===== config.mk =====
export PLATFORM = sky130hd
export DESIGN_NAME = uart_tx_fifo_ctrl_flat
export DESIGN_NICKNAME = d
export VERILOG_FILES = /design/src/rtl/uart_tx_fifo_ctrl_if.sv /design/src/rtl/uart_tx_fifo_ctrl.sv /design/src/flat_wrapper.sv
export SDC_FILE = /design/constraint.sdc
export NUM_CORES = 1
export LEC_CHECK = 0
export CORE_AREA = 3 3 122 89
export DETAILED_ROUTE_END_ITERATION = 8
export DIE_AREA = 0 0 125 92
export PLACE_DENSITY = 0.82
export SLEW_MARGIN = 20
export SYNTH_ARGS = -nofsm -noshare
export SYNTH_HDL_FRONTEND = slang
export SYNTH_SLANG_ARGS = --single-unit

===== constraint.sdc =====
create_clock -name clk -period 3.85 [get_ports clk]
set_clock_uncertainty 0.15 [all_clocks]
set_input_delay 0.77 -clock clk [delete_from_list [all_inputs] [get_ports clk]]
set_output_delay 0.77 -clock clk [all_outputs]
set_load 0.005 [all_outputs]

===== src/rtl/uart_tx_fifo_ctrl_if.sv =====
// Host write port and transmitter launch/complete handshake for uart_tx_fifo_ctrl.
// master = host + transmitter side, slave = the FIFO controller.
interface uart_tx_fifo_ctrl_if #(
  parameter int DATA_BITS = 8,
  parameter int DEPTH     = 16
);
  logic                   wr_en;
  logic [DATA_BITS-1:0]   wr_data;
  logic                   full;
  logic                   empty;
  logic [$clog2(DEPTH):0] count;
  logic                   overflow;
  logic                   ovf_clr;
  logic                   tx_start;
  logic [DATA_BITS-1:0]   tx_data;
  logic                   tx_done;
  logic                   busy;

  modport master (
    output wr_en, wr_data, ovf_clr, tx_done,
    input  full, empty, count, overflow, tx_start, tx_data, busy
  );

  modport slave (
    input  wr_en, wr_data, ovf_clr, tx_done,
    output full, empty, count, overflow, tx_start, tx_data, busy
  );
endinterface


===== src/rtl/uart_tx_fifo_ctrl.sv =====
// Byte FIFO ahead of the UART transmitter: buffers host writes and launches
// one frame at a time, waiting for tx_done before popping the next byte.
//
// state     | meaning
// IDLE      | nothing in flight; pops the head byte as soon as the FIFO is non-empty
// LAUNCH    | tx_start is high for this single cycle
// WAIT_DONE | frame in flight; tx_data held until tx_done
module uart_tx_fifo_ctrl #(
  parameter int DATA_BITS = 8,
  parameter int DEPTH     = 16
) (
  input  logic                 clk,
  input  logic                 rst_n,
  uart_tx_fifo_ctrl_if.slave   bus
);
  localparam int PTR_W = $clog2(DEPTH);
  localparam int CNT_W = PTR_W + 1;

  localparam logic [1:0] IDLE      = 2'd0;
  localparam logic [1:0] LAUNCH    = 2'd1;
  localparam logic [1:0] WAIT_DONE = 2'd2;

  logic [1:0]           state;
  logic [DATA_BITS-1:0] mem [DEPTH];
  logic [PTR_W-1:0]     rd_ptr;
  logic [PTR_W-1:0]     wr_ptr;
  logic [CNT_W-1:0]     count_r;
  logic                 overflow_r;
  logic                 tx_start_r;
  logic [DATA_BITS-1:0] tx_data_r;
  logic                 busy_r;

  logic full_w;
  logic empty_w;
  logic pop;
  logic push;
  logic drop;

  assign full_w  = (count_r == CNT_W'(DEPTH));
  assign empty_w = (count_r == '0);
  assign pop     = (state == IDLE) && !empty_w;
  // A pop in the same cycle frees a slot, so a write into a full FIFO still lands.
  assign push    = bus.wr_en && (!full_w || pop);
  assign drop    = bus.wr_en && full_w && !pop;

  always_ff @(posedge clk) begin
    if (push) begin
      mem[wr_ptr] <= bus.wr_data;
    end
  end

  always_ff @(posedge clk or negedge rst_n) begin
    if (!rst_n) begin
      wr_ptr     <= '0;
      rd_ptr     <= '0;
      count_r    <= '0;
      overflow_r <= 1'b0;
    end else begin
      if (push) begin
        wr_ptr <= wr_ptr + PTR_W'(1);
      end
      if (pop) begin
        rd_ptr <= rd_ptr + PTR_W'(1);
      end
      case ({push, pop})
        2'b10:   count_r <= count_r + CNT_W'(1);
        2'b01:   count_r <= count_r - CNT_W'(1);
        default: count_r <= count_r;
      endcase
      if (drop) begin
        overflow_r <= 1'b1;
      end else if (bus.ovf_clr) begin
        overflow_r <= 1'b0;
      end
    end
  end

  always_ff @(posedge clk or negedge rst_n) begin
    if (!rst_n) begin
      state      <= IDLE;
      tx_start_r <= 1'b0;
      tx_data_r  <= '0;
      busy_r     <= 1'b0;
    end else begin
      case (state)
        IDLE: begin
          if (pop) begin
            tx_data_r  <= mem[rd_ptr];
            tx_start_r <= 1'b1;
            busy_r     <= 1'b1;
            state      <= LAUNCH;
          end
        end
        LAUNCH: begin
          tx_start_r <= 1'b0;
          state      <= WAIT_DONE;
        end
        WAIT_DONE: begin
          if (bus.tx_done) begin
            busy_r <= 1'b0;
            state  <= IDLE;
          end
        end
        default: begin
          tx_start_r <= 1'b0;
          busy_r     <= 1'b0;
          state      <= IDLE;
        end
      endcase
    end
  end

  assign bus.full     = full_w;
  assign bus.empty    = empty_w;
  assign bus.count    = count_r;
  assign bus.overflow = overflow_r;
  assign bus.tx_start = tx_start_r;
  assign bus.tx_data  = tx_data_r;
  assign bus.busy     = busy_r;
endmodule

===== src/flat_wrapper.sv =====
// flat-port wrapper written by rule: the top's interface ports become plain ports
module uart_tx_fifo_ctrl_flat 
#(
  parameter int DATA_BITS = 8,
  parameter int DEPTH     = 16
)
  (clk, rst_n, bus_wr_en, bus_wr_data, bus_ovf_clr, bus_tx_done, bus_full, bus_empty, bus_count, bus_overflow, bus_tx_start, bus_tx_data, bus_busy);
  uart_tx_fifo_ctrl_if #(.DATA_BITS(DATA_BITS), .DEPTH(DEPTH)) bus_i ();
  input  logic clk;
  input  logic rst_n;
  input wire logic [$bits(bus_i.wr_en)-1:0] bus_wr_en;
  input wire logic [$bits(bus_i.wr_data)-1:0] bus_wr_data;
  input wire logic [$bits(bus_i.ovf_clr)-1:0] bus_ovf_clr;
  input wire logic [$bits(bus_i.tx_done)-1:0] bus_tx_done;
  output wire logic [$bits(bus_i.full)-1:0] bus_full;
  output wire logic [$bits(bus_i.empty)-1:0] bus_empty;
  output wire logic [$bits(bus_i.count)-1:0] bus_count;
  output wire logic [$bits(bus_i.overflow)-1:0] bus_overflow;
  output wire logic [$bits(bus_i.tx_start)-1:0] bus_tx_start;
  output wire logic [$bits(bus_i.tx_data)-1:0] bus_tx_data;
  output wire logic [$bits(bus_i.busy)-1:0] bus_busy;
  assign bus_i.wr_en = bus_wr_en;
  assign bus_i.wr_data = bus_wr_data;
  assign bus_i.ovf_clr = bus_ovf_clr;
  assign bus_i.tx_done = bus_tx_done;
  assign bus_full = bus_i.full;
  assign bus_empty = bus_i.empty;
  assign bus_count = bus_i.count;
  assign bus_overflow = bus_i.overflow;
  assign bus_tx_start = bus_i.tx_start;
  assign bus_tx_data = bus_i.tx_data;
  assign bus_busy = bus_i.busy;
  uart_tx_fifo_ctrl #(.DATA_BITS(DATA_BITS), .DEPTH(DEPTH)) u_core (.clk(clk), .rst_n(rst_n), .bus(bus_i));
endmodule

==> impl_metrics.tcl <==
set metrics [dict create \
    drt_wl_total_mm 12.6 \
    status "finished clean" \
    min_period_over_period 0.847 \
    syn-cell-area_sq_um 6170 \
    cts-root-buf "clkbuf_16" \
    hold_class "reg -> reg" \
    cp-start-kind "flop" \
    grt_pass1_wl_mm 19.6 \
    core_area_sq_um 9680 \
    dieWidth_microns 125 \
    synth_edf_count 128 \
    synthTopCellsByCount "edfxtp_1, mux4_2, dfrtp_1" \
    power.density_nw_per_um2 786 \
    power_leakage_nw 2.51 \
    clock_path_buffers 2 \
    drive_gt1_frac 0.212 \
    min_path_cells 2 \
    r2r_end "u_core.bus.count[4]" \
    slew_headroom 0.300 \
    clock_sinks 154 \
    finalMaxSlewViolations 0 \
    syn_inst 329 \
    grt_usage 0.239 \
    synth-main-ff-cell "edfxtp_1" \
    cts.repair.resized 0 \
    seq_area_frac_synth 0.728 \
    cp_max_fo 6 \
    postCtsSetupBuffers 0 \
    yosys_warnings 0 \
    cts_tree "done" \
    finalCriticalPeriod_ps 3260 \
    max_freq_ghz 0.307 \
    gr-total-overflow 0 \
    min_from "u_core.bus.tx_data[6]" \
    max-vdd-ir-drop_uv 463 \
    via_per_inst 6.33 \
    final_antenna_net_count 0 \
    synth.most_common_cell "edfxtp_1" \
    drc_errors 0 \
    cts_buffers 17 \
    die_h_microns 92 \
    areaGrowthSynthToFinish_pct 17.0 \
    start_util 0.637 \
    die_area_sq_um 11500 \
    htree_levels 4 \
    synth_area_leader_cell "edfxtp_1" \
    rows 30 \
    rsz0062_at_grt "false" \
    timing.rr.start "u_core.bus.count[0]" \
    stdcell_count 515 \
    gp_congestion 0.841 \
    synth_top_area_share 0.623 \
    dp_cells 483 \
    required_ps 2930 \
    yosysUniqueCellTypes 36 \
    end_kind "output pin" \
    final_util 0.746 \
    drv_cap 0 \
    clkLatencyLatePin_ps 420 \
    grt_max_degree 34 \
    reg2reg_depth 9 \
    holdPathEnd "u_core.bus.tx_data[6]" \
    critPathKind "reg -> out" \
    post-dp-hpwl_mm 7.86 \
    tns_ps 0 \
    num_antenna_cells 0 \
    antenna_found_initial 0 \
    netlist_top_cells_area "edfxtp_1, mux4_2, dfrtp_1" \
    reg2reg_slack_ps 760 \
    multi_input_area_sq_um 1570 \
    synth_nets 351 \
    cts_hold_buf 0 \
    syn_avg_cell_area_sq_um 18.8 \
    worst_pin_slew_ps 1050 \
    clk_pin_slew_ps 60 \
    post_drt_wl_per_cell_microns 24.5 \
    vias 3258 \
    finalNetCount 396 \
    ios 31 \
    async_flop_share 0.169 \
    setup_viol 0 \
    firstDrtPassIters 5 \
    finalHoldViolCount 0 \
    worstPathArrival_ps 2340 \
    grt_pass1_vias 3240 \
    io_buffers 30 \
    drtIter0Drc 401 \
    nFillCells 557 \
    yosys_register_bits 154 \
    seq_area_sq_um 4500 \
]
## placed cells by master, fill, tap and decap left out, types with 2 or more instances in the layout
master           synthesis  layout
buf_4                    0      11
dfrtp_1                 26      24
mux4_2                  32      32
nand2_1                 21      21
clkdlybuf4s50_1          0      30
nand2b_1                 2       2
nor2_1                  16      16
mux2i_1                 18      18
clkbuf_16                0      17
bufinv_16                0       2
nor3_1                   4       4
dfrtp_2                  0       2
o21ai_0                  4       4
xnor2_1                  9       9
inv_1                   12      12
edfxtp_1               128     128
clkinvlp_4               0       5
clkbuf_1                 4       2
mux2_4                   2       2
o221ai_1                 9       9
a21oi_1                  3       3
clkinv_2                 0       3
ha_1                     8       8
nand4_1                  2       2
o22ai_1                  2       2
## layout make-up
class,count,area share
clock buffer,20,0.0618
clock inverter,12,0.0173
inverter,12,0.00623
multi-input combinational,148,0.217
sequential,154,0.622
tap,128,0.0222
timing repair buffer,41,0.0530
## through the flow
stage	setup WS [ps]	hold slack (ps)	total power [W]	area, sq um
after floorplan	1310	324	0.00348	6170
after global placement	737	320	0.00402	6650
after detailed placement	604	324	0.00408	6650
after CTS	621	343	0.00571	7220
after global routing	506	386	0.00596	7220
final	588	340	0.00568	7220
## kinds of logic (layout without fill, tap and decap cells)
family	Yosys count	in the layout	synth area share
DFF	154	154	0.728
and+or+nand+nor	54	54	0.0397
muxes	52	52	0.151
buffers and inverters	27	85	0.0180
AOI/OAI and AO/OA	24	24	0.0312
adders and majority gates	9	9	0.0195
xor gates and xnor gates	9	9	0.0128
## power breakdown
group / total [W] / switching, W / internal (W)
combinational: 0.00163 / 0.000762 / 0.000867
sequential: 0.00245 / 0.000358 / 0.00209
clock: 0.00160 / 0.000638 / 0.000965
total: 0.00568 / 0.00176 / 0.00392
## registers in the layout, summed over array words and instances (netlist names)
name / flops
u_core.bus.tx_data: 8
u_core.bus.tx_start: 1
u_core.bus.count: 5
u_core.bus.busy: 1
u_core.mem: 128
u_core.bus.overflow: 1
u_core.state: 2
u_core.wr_ptr: 4
u_core.rd_ptr: 4
## routing by layer
metal | track usage | routed length (microns) | up-vias
met5 | 0 | 0 | -
met4 | 0.0641 | 160 | 0
met3 | 0.0955 | 1180 | 18
met2 | 0.337 | 5760 | 171
met1 | 0.354 | 5530 | 1677
li1 | - | - | 1392
## worst max-delay path, stage by stage (launching register included)
cell and delay [ps]:
dfrtp_1 450, nor4_1 550, nand2_1 290, inv_1 120, clkdlybuf4s50_1 520
## how the worst max path moves through the flow
stage,to,from,slack (ps),cells after the start
floorplan,u_core.bus.count[4],u_core.bus.count[1],1310,9
global placement,u_core.bus.count[4],bus_wr_en,740,9
detailed placement,u_core.bus.count[4],bus_wr_en,600,9
CTS,bus_full,u_core.bus.count[0],620,4
global route,bus_full,u_core.bus.count[0],510,4
finish,bus_full,u_core.bus.count[0],590,4
Note: power is estimated with default switching activity, not from simulation.
